--- config.mk ---
export PLATFORM = sky130hd
export DESIGN_NAME = ctrl_fsm_flat
export DESIGN_NICKNAME = d
export VERILOG_FILES = /design/src/rtl/ctrl_fsm_if.sv /design/src/rtl/ctrl_fsm.sv /design/src/flat_wrapper.sv
export SDC_FILE = /design/constraint.sdc
export NUM_CORES = 1
export LEC_CHECK = 0
export CAP_MARGIN = 15
export CORE_MARGIN = 2
export CORE_UTILIZATION = 45
export CTS_BUF_LIST = sky130_fd_sc_hd__clkbuf_8
export DETAILED_ROUTE_END_ITERATION = 8
export PLACE_DENSITY = 0.94
export SLEW_MARGIN = 20
export SYNTH_ARGS = -nofsm -noshare
export SYNTH_HDL_FRONTEND = slang
export SYNTH_SLANG_ARGS = --single-unit
export TNS_END_PERCENT = 100
--- constraint.sdc ---
create_clock -name clk -period 2 [get_ports clk]
set_input_delay 0.4 -clock clk [delete_from_list [all_inputs] [get_ports clk]]
set_output_delay 0.4 -clock clk [all_outputs]
set_load 0.02 [all_outputs]
--- src/rtl/ctrl_fsm_if.sv ---
// rtl/ctrl_fsm_if.sv - control bundle between the multi-cycle control FSM and the datapath
//
// Purpose : groups the instruction/flag inputs and every control strobe of
//           ctrl_fsm so the FSM and the datapath share one port.
// Modports: master - the control FSM (consumes ins/zero[/stall], drives strobes)
//           slave  - the datapath side (drives ins/zero[/stall], consumes strobes)
// Signals : ins[31:0], zero, RegWrite, ALUSrc, Mem2Reg, MemRead, MemWrite,
//           op[2:0], PCWrite, PCSrc[1:0], state[2:0], halted, icount[ICNT_W-1:0],
//           stall (only when CTRL_STALL_EN is defined)
// Macro   : CTRL_STALL_EN adds the stall input.

interface ctrl_fsm_if #(
  parameter int ICNT_W = 16
) ();

  logic [31:0]       ins;
  logic              zero;
  logic              RegWrite;
  logic              ALUSrc;
  logic              Mem2Reg;
  logic              MemRead;
  logic              MemWrite;
  logic [2:0]        op;
  logic              PCWrite;
  logic [1:0]        PCSrc;
  logic [2:0]        state;
  logic              halted;
  logic [ICNT_W-1:0] icount;
`ifdef CTRL_STALL_EN
  logic              stall;
`endif

  modport master (
    input  ins, zero,
    output RegWrite, ALUSrc, Mem2Reg, MemRead, MemWrite,
    output op, PCWrite, PCSrc, state, halted, icount
`ifdef CTRL_STALL_EN
    , input stall
`endif
  );

  modport slave (
    output ins, zero,
    input  RegWrite, ALUSrc, Mem2Reg, MemRead, MemWrite,
    input  op, PCWrite, PCSrc, state, halted, icount
`ifdef CTRL_STALL_EN
    , output stall
`endif
  );

endinterface

--- src/rtl/ctrl_fsm.sv ---
// rtl/ctrl_fsm.sv - multi-cycle control FSM for the lab RISC-V datapath
//
// Purpose : steps each fetched instruction through FETCH/DECODE/EXEC/MEM/WB
//           and produces the datapath strobes, ALU op and PC-update controls.
// Ports   : clk   - rising-edge clock
//           rst_n - asynchronous active-low reset
//           bus   - ctrl_fsm_if.master (ins, zero in; strobes, op, PCWrite,
//                   PCSrc, state, halted, icount out; stall in if enabled)
// Params  : ICNT_W          - retired-instruction counter width
//           HALT_ON_ILLEGAL - 1: illegal opcode halts, 0: retired as a NOP
// Macro   : CTRL_STALL_EN adds a stall input that freezes the FSM and masks
//           the write strobes.

module ctrl_fsm #(
  parameter int ICNT_W          = 16,
  parameter bit HALT_ON_ILLEGAL = 1'b1
) (
  input  logic         clk,
  input  logic         rst_n,
  ctrl_fsm_if.master   bus
);

  typedef enum logic [2:0] {
    S_FETCH  = 3'd0,
    S_DECODE = 3'd1,
    S_EXEC   = 3'd2,
    S_MEM    = 3'd3,
    S_WB     = 3'd4,
    S_HALT   = 3'd7
  } state_t;

  localparam logic [2:0] OP_ADD = 3'b010;
  localparam logic [2:0] OP_SUB = 3'b110;
  localparam logic [2:0] OP_AND = 3'b000;
  localparam logic [2:0] OP_OR  = 3'b001;
  localparam logic [2:0] OP_SLT = 3'b111;

  state_t            state_q, state_d;
  logic [31:0]       ir_q, ir_d;
  logic [ICNT_W-1:0] icount_q, icount_d;

  // Instruction classification from the latched IR
  logic [6:0] opcode;
  logic [2:0] funct3;
  logic       funct7_5;
  logic       is_r, is_i, is_ld, is_st, is_beq, is_jal;
  logic       f3_ok, legal;
  logic [2:0] alu_op;

  assign opcode   = ir_q[6:0];
  assign funct3   = ir_q[14:12];
  assign funct7_5 = ir_q[30];

  // Register/immediate fields are consumed by the datapath, not here
  logic unused_ir;
  assign unused_ir = ^{ir_q[31], ir_q[29:15], ir_q[11:7]};

  always_comb begin
    is_r   = (opcode == 7'h33);
    is_i   = (opcode == 7'h13);
    is_ld  = (opcode == 7'h03);
    is_st  = (opcode == 7'h23);
    is_beq = (opcode == 7'h63);
    is_jal = (opcode == 7'h6F);
    alu_op = OP_ADD;
    f3_ok  = 1'b1;
    if (is_r || is_i) begin
      case (funct3)
        // funct7[5] selects sub only for R-type; I-ALU 000 is always addi
        3'b000:  alu_op = (is_r && funct7_5) ? OP_SUB : OP_ADD;
        3'b111:  alu_op = OP_AND;
        3'b110:  alu_op = OP_OR;
        3'b010:  alu_op = OP_SLT;
        default: f3_ok  = 1'b0;
      endcase
    end else if (is_beq) begin
      alu_op = OP_SUB;
    end
    legal = (is_r || is_i || is_ld || is_st || is_beq || is_jal) && f3_ok;
  end

  // Next-state and Moore outputs
  logic       reg_write, alu_src, mem2reg, mem_read, mem_write, pc_write;
  logic [1:0] pc_src;
  logic [2:0] op_o;
  logic       retire;

  always_comb begin
    state_d   = state_q;
    ir_d      = ir_q;
    icount_d  = icount_q;
    reg_write = 1'b0;
    alu_src   = 1'b0;
    mem2reg   = 1'b0;
    mem_read  = 1'b0;
    mem_write = 1'b0;
    pc_write  = 1'b0;
    pc_src    = 2'd0;
    op_o      = OP_ADD;
    retire    = 1'b0;

    if (state_q == S_EXEC || state_q == S_MEM || state_q == S_WB)
      alu_src = is_i || is_ld || is_st || is_jal;
    // FETCH still holds the previous IR, so op is only decoded once DECODE is reached
    if (state_q != S_FETCH && state_q != S_HALT)
      op_o = alu_op;

    case (state_q)
      S_FETCH: begin
        ir_d    = bus.ins;
        state_d = S_DECODE;
      end
      S_DECODE: begin
        if (legal)
          state_d = S_EXEC;
        else if (HALT_ON_ILLEGAL)
          state_d = S_HALT;
        else
          retire = 1'b1;
      end
      S_EXEC: begin
        if (is_beq) begin
          pc_src = bus.zero ? 2'd1 : 2'd0;
          retire = 1'b1;
        end else if (is_ld || is_st) begin
          state_d = S_MEM;
        end else begin
          if (is_jal) pc_src = 2'd2;
          state_d = S_WB;
        end
      end
      S_MEM: begin
        if (is_ld) begin
          mem_read = 1'b1;
          state_d  = S_WB;
        end else begin
          mem_write = 1'b1;
          retire    = 1'b1;
        end
      end
      S_WB: begin
        reg_write = 1'b1;
        if (is_ld) begin
          mem_read = 1'b1;
          mem2reg  = 1'b1;
        end
        if (is_jal) pc_src = 2'd2;
        retire = 1'b1;
      end
      S_HALT:  state_d = S_HALT;
      default: state_d = S_FETCH;
    endcase

    // Last state of every sequence: load the PC and count the instruction
    if (retire) begin
      pc_write = 1'b1;
      state_d  = S_FETCH;
      icount_d = icount_q + ICNT_W'(1);
    end

`ifdef CTRL_STALL_EN
    // Freeze progress and suppress side effects; read-side controls stay decoded
    if (bus.stall && state_q != S_HALT) begin
      state_d   = state_q;
      ir_d      = ir_q;
      icount_d  = icount_q;
      reg_write = 1'b0;
      mem_write = 1'b0;
      pc_write  = 1'b0;
    end
`endif
  end

  always_ff @(posedge clk or negedge rst_n) begin
    if (!rst_n) begin
      state_q  <= S_FETCH;
      ir_q     <= 32'd0;
      icount_q <= '0;
    end else begin
      state_q  <= state_d;
      ir_q     <= ir_d;
      icount_q <= icount_d;
    end
  end

  assign bus.RegWrite = reg_write;
  assign bus.ALUSrc   = alu_src;
  assign bus.Mem2Reg  = mem2reg;
  assign bus.MemRead  = mem_read;
  assign bus.MemWrite = mem_write;
  assign bus.op       = op_o;
  assign bus.PCWrite  = pc_write;
  assign bus.PCSrc    = pc_src;
  assign bus.state    = state_q;
  assign bus.halted   = (state_q == S_HALT);
  assign bus.icount   = icount_q;

endmodule

--- src/flat_wrapper.sv ---
// flat-port wrapper written by rule: the top's interface ports become plain ports
module ctrl_fsm_flat 
#(
  parameter int ICNT_W          = 16,
  parameter bit HALT_ON_ILLEGAL = 1'b1
)
  (clk, rst_n, bus_ins, bus_zero, bus_RegWrite, bus_ALUSrc, bus_Mem2Reg, bus_MemRead, bus_MemWrite, bus_op, bus_PCWrite, bus_PCSrc, bus_state, bus_halted, bus_icount);
  ctrl_fsm_if #(.ICNT_W(ICNT_W)) bus_i ();
  input  logic clk;
  input  logic rst_n;
  input wire logic [$bits(bus_i.ins)-1:0] bus_ins;
  input wire logic [$bits(bus_i.zero)-1:0] bus_zero;
  output wire logic [$bits(bus_i.RegWrite)-1:0] bus_RegWrite;
  output wire logic [$bits(bus_i.ALUSrc)-1:0] bus_ALUSrc;
  output wire logic [$bits(bus_i.Mem2Reg)-1:0] bus_Mem2Reg;
  output wire logic [$bits(bus_i.MemRead)-1:0] bus_MemRead;
  output wire logic [$bits(bus_i.MemWrite)-1:0] bus_MemWrite;
  output wire logic [$bits(bus_i.op)-1:0] bus_op;
  output wire logic [$bits(bus_i.PCWrite)-1:0] bus_PCWrite;
  output wire logic [$bits(bus_i.PCSrc)-1:0] bus_PCSrc;
  output wire logic [$bits(bus_i.state)-1:0] bus_state;
  output wire logic [$bits(bus_i.halted)-1:0] bus_halted;
  output wire logic [$bits(bus_i.icount)-1:0] bus_icount;
  assign bus_i.ins = bus_ins;
  assign bus_i.zero = bus_zero;
  assign bus_RegWrite = bus_i.RegWrite;
  assign bus_ALUSrc = bus_i.ALUSrc;
  assign bus_Mem2Reg = bus_i.Mem2Reg;
  assign bus_MemRead = bus_i.MemRead;
  assign bus_MemWrite = bus_i.MemWrite;
  assign bus_op = bus_i.op;
  assign bus_PCWrite = bus_i.PCWrite;
  assign bus_PCSrc = bus_i.PCSrc;
  assign bus_state = bus_i.state;
  assign bus_halted = bus_i.halted;
  assign bus_icount = bus_i.icount;
  ctrl_fsm #(.ICNT_W(ICNT_W), .HALT_ON_ILLEGAL(HALT_ON_ILLEGAL)) u_core (.clk(clk), .rst_n(rst_n), .bus(bus_i));
endmodule
; Yosys cells after proc, flatten, opt, wreduce, memory -nomap -nowiden
; Index checks and enable logic that the tools add are counted.
[classes]
add_sub_neg = 1
n_eq_ne = 18
n_mux = 28
n_reduce_logical = 20
[op_table]
columns = cell, count
row1 = $mux W3, 9
row2 = $pmux W3 S6, 1
row3 = $add A16 B1 Y16 const B, 1
row4 = $eq A7 B6 Y1 const B, 2
row5 = $eq A7 B7 Y1 const B, 2
row6 = $eq A3 B3 Y1 const B, 4
row7 = $mux W1, 12
row8 = $pmux W3 S4, 1
row9 = $logic_or A1 B1 Y1, 11
row10 = $eq A3 B2 Y1 const B, 3
row11 = $eq A7 B2 Y1 const B, 1
row12 = $eq A7 B5 Y1 const B, 1
row13 = $logic_not A3 Y1, 2
row14 = $mux W2, 3
row15 = $ne A3 B3 Y1 const B, 2
row16 = $pmux W2 S2, 1
row17 = $reduce_or A4 Y1, 1
row18 = $eq A3 B1 Y1 const B, 1
row19 = $logic_and A1 B1 Y1, 3
row20 = $ne A3 B1 Y1 const B, 1
row21 = $pmux W1 S3, 1
row22 = $reduce_and A3 Y1, 1
row23 = $reduce_bool A3 Y1, 1
row24 = $ne A2 B1 Y1 const B, 1
row25 = $reduce_or A2 Y1, 1
[totals]
register_bits = 50
inputBits = 35
output_inout_bits = 31
word_cells = 70

; Logic depth before layout (Yosys ltp)
[depth]
ltp_word = 10
depth_mapped = 8

; Worst setup path before layout
; No wires, ideal clock.
[synth_timing]
kind = register to output
startpoint = register u_core.state_q[0], in the netlist u_core.bus.state[0]
endpoint = output port bus_op[0]
arrival_time_ps = 1549
required_time_ps = 1600
setup_slack_ps = 51
path_stages_with_launch = 7
n_path_buf = 1
path_cell_list = dfrtp_1 buf_4 nand3_1 inv_1 nor2_1 and4_1 nor2b_1
[synth_between]
elab_chain_len = 3
word_cells_on_any_way = 4
[synth_lines]
columns = element, line_no
row1 = start: declaration, ctrl_fsm.sv:38  ; state_t state_q, state_d;
row2 = start signal: assignment, ctrl_fsm.sv:180  ; state_q <= state_d;
row3 = $ne A3 B3 Y1 / $reduce_bool A3 Y1 (equally long branches), ctrl_fsm.sv:105  ; if (state_q != S_FETCH && state_q != S_HALT)
row4 = $logic_and A1 B1 Y1 *, ctrl_fsm.sv:105
row5 = $mux W3 *, ctrl_fsm.sv:105
row6 = end: declaration, flat_wrapper.sv:18  ; output wire logic [$bits(bus_i.op)-1:0] bus_op;
; Every way passes the cells marked *; elsewhere a longest branch is shown, timed or not.

; Worst setup path in the final report
[layout_timing]
startpoint = register u_core.ir_q[6]
endpoint = output port bus_ALUSrc
[layout_between]
elab_chain_len = 5
word_cells_on_any_way = 8
[layout_lines]
columns = element, line_no
row1 = start: declaration, ctrl_fsm.sv:39  ; logic [31:0] ir_q, ir_d;
row2 = start signal: assignment, ctrl_fsm.sv:181  ; ir_q <= ir_d;
row3 = $eq A7 B5 Y1 / $eq A7 B2 Y1 (equally long branches), "ctrl_fsm.sv:60, ctrl_fsm.sv:61"
row4 = $logic_or A1 B1 Y1 (2 in series), ctrl_fsm.sv:103  ; alu_src = is_i || is_ld || is_st || is_jal;
row5 = $logic_or A1 B1 Y1 *, ctrl_fsm.sv:103
row6 = $mux W1 *, ctrl_fsm.sv:102  ; if (state_q == S_EXEC || state_q == S_MEM || state_q == S_WB)
row7 = end: declaration, flat_wrapper.sv:14  ; output wire logic [$bits(bus_i.ALUSrc)-1:0] bus_ALUSrc;
; Marks and branches as above.

==> flow_summary.toml <==
[worst_setup_path]
path_delay_family = "simple AND/OR/NAND/NOR gates"
critPathKind = "reg2out"
worstPathArrival_ps = 1660
end_kind = "output port"
crit_buf_inv = 2
start_kind = "register"
cp_slowest_stage_delay_ps = 400
rrSetupSlack_ps = 70
cp_cell_sequence = "buf_6 > and3b_2 > and3_4 > a32oi_2 > nor2_2 > buf_6"
slowest_stage = "dfrtp_1"
crit_top_cell = "buf_6"
crit_required_ps = 1600
cp_max_fo = 3

[final_layout]
antenna_cells = 0
finish.utilization = 0.730
fillers = 213
syn_to_final_growth_pct = 55.4
layout-drive-gt1-share = 0.448
seqCellArea_sq_um = 753
multiInputGateArea_sq_mm = 0.00100
fin_nets = 266

[clock_tree]
cts_max_level = 2
clock-sinks = 30
clock_latency_ps = 290
clkTransAtPathRegs_ps = 60
clk_path_buf_depth = 2
ctsHoldBuffers = 0
root_buffer = "clkbuf_8"
cts_inserted_buffers = 5
cts_tree = "built"

[place]
hpwl_mm = 3.07
place_congestion = 0.848
numPortBuffers = 44

[die]
dieHeight_um = 65.8
dieArea_sq_mm = 0.00433
core_sq_mm = 0.00366
ioPinCount = 66
row_count = 22
start_util = 0.470
die_x_um = 65.8

[synth]
synth_edf_count = 0
netlist_area_sq_mm = 0.00172
synthArstFlopShare = 1.00
ys_types = 49
ys_warn_count = 0
ys_seq_elements = 30
synth_cells = 148
yosysSeqAreaShare = 0.436
yosys.area.top_type = "dfrtp_1"
syn_avg_cell_area_sq_um = 11.6
yosys-top-cells-area = "dfrtp_1, mux2_2, xor2_1, a211oi_2, nand3_1"
synth_nets = 184
synthFlopType = "dfrtp_1"
synth_top_area_frac = 0.436

[timing]
setup_violations = 7
final_max_slew_viol_count = 0
worst_pin_slew_ps = 407
worst_clock_skew_ps = 5.66
hold_violations = 0
layout_setup_ws_ps = -57.4
fin_crit_ps = 2060
max_slew_margin = 0.728
fin_setup_tns_ps = -252
timing.final.crit_share = 1.03
fmax_ghz = 0.486
rsz0062_at_grt = "yes"

[routing]
drc = 0
vias_per_cell = 5.46
detail-route-antenna-nets = 0
wire_per_inst_um = 15.9
vias = 1519
routed_wl_mm = 4.42
drt_pre_antenna_iters = 4
drt-initial-drc-count = 128

[power]
pwr_density_cell_mw_per_mm2 = 1400
p_leak_nw = 1.17
irDropWorstVdd_v = 0.000856

[global_route]
grt_pass1_wl_mm = 7.31
grt_pass1_vias = 1526
grt_usage = 0.228
grt_max_degree = 31
antenna_found_initial = 0
grt_overflow = 0

[run_status]
failed_checks = "setup timing"
status = "finished with violations"

[run]
drv_cap = 0

[worst_hold_path]
hp-class = "reg2reg"
-- stage by stage --
stage	hold WS [ps]	instances	setup slack (ps)	instance area (sq um)	power, W
global route	492	278	-88.7	2670	0.00394
detailed placement	469	264	-229	2390	0.00281
floorplan	104	148	51.3	1720	0.00203
global placement	461	264	-219	2390	0.00275
CTS	477	274	-35.6	2540	0.00356
finish	467	278	-57.4	2670	0.00374
-- repair_timing --
action,4_1_cts,5_1_grt
setup buffers,4,4
pin swaps,9,10
setup endpoints to repair,12,11
gates resized for setup,59,28
hold endpoints to repair,0,0
-- layout make-up --
| class | instances | area share |
|---|---|---|
| Multi-Input combinational cell | 106 | 0.376 |
| Sequential cell | 30 | 0.282 |
| Timing Repair Buffer | 81 | 0.269 |
| Clock buffer | 6 | 0.0309 |
| Tap cell | 48 | 0.0225 |
| Clock inverter | 1 | 0.0112 |
| Inverter | 6 | 0.00936 |
-- metal layers --
metal | part of all wire | GRT usage | up-vias
met2 | 0.48 | 0.356 | 53
met1 | 0.44 | 0.306 | 749
met4 | 0.038 | 0.128 | 0
li1 | - | - | 700
met5 | 0 | 0 | -
met3 | 0.043 | 0.0290 | 17
-- cells in the final DEF, fill, tap and decap left out, types with 4 or more instances in the layout --
master / netlist / final
xor2_1: 13 / 13
clkbuf_8: 0 / 6
a21oi_1: 5 / 5
nand3_1: 7 / 7
clkdlybuf4s50_1: 0 / 32
buf_6: 3 / 9
inv_1: 5 / 4
nand2_1: 6 / 6
buf_4: 1 / 37
dfrtp_1: 30 / 28
mux2_2: 12 / 12
a211oi_2: 7 / 7
-- power breakdown --
part / internal, W / switching [W]
Combinational: 0.00109 / 0.000967
Clock: 0.000398 / 0.000232
Sequential: 0.000817 / 0.000236
-- logic make-up after synthesis --
family,Yosys count,synth area share
AOI/OAI and AO/OA,28,0.162
xor gates and xnor gates,16,0.0815
adders and majority gates,1,0.00727
buffers and inverters,12,0.0436
DFF,30,0.436
muxes,13,0.0873
and+or+nand+nor,48,0.182
-- sequential cells by signal, summed over array words and instances (netlist names) --
| signal | cells |
|---|---|
| u_core.bus.icount | 16 |
| u_core.ir_q | 11 |
| u_core.bus.state | 3 |
-- synthesized netlist by cell type, types with 2 or more instances --
master and n:
a2111oi_2 2, dfrtp_1 30, xor2_1 13, and3_1 2, o21ai_0 2, nand3_1 7
nor2_1 8, inv_1 5, and4_1 3, mux2_2 12, nand4_1 3, a21oi_1 5
buf_6 3, buf_2 2, nand2_1 6, nor2b_1 3, xnor2_1 3, a211oi_2 7
a211oi_1 2
-- path summary, 6_finish.rpt --
check,start,endpoint,cells past startpoint
worst max-delay path,u_core.ir_q[6]$_DFFE_PN0N_,bus_ALUSrc,6
worst min-delay path,u_core.bus.icount[15]$_DFFE_PN0P_,u_core.bus.icount[15]$_DFFE_PN0P_,1
worst max register to register,u_core.ir_q[2]$_DFFE_PN0N_,u_core.bus.icount[10]$_DFFE_PN0P_,6
worst min register to register,u_core.bus.icount[15]$_DFFE_PN0P_,u_core.bus.icount[15]$_DFFE_PN0P_,1
max in group asynchronous,rst_n,u_core.bus.state[2]$_DFFE_PN0P_,2
min in group asynchronous,rst_n,u_core.bus.icount[12]$_DFFE_PN0P_,2
(Power assumes the default switching activity.)
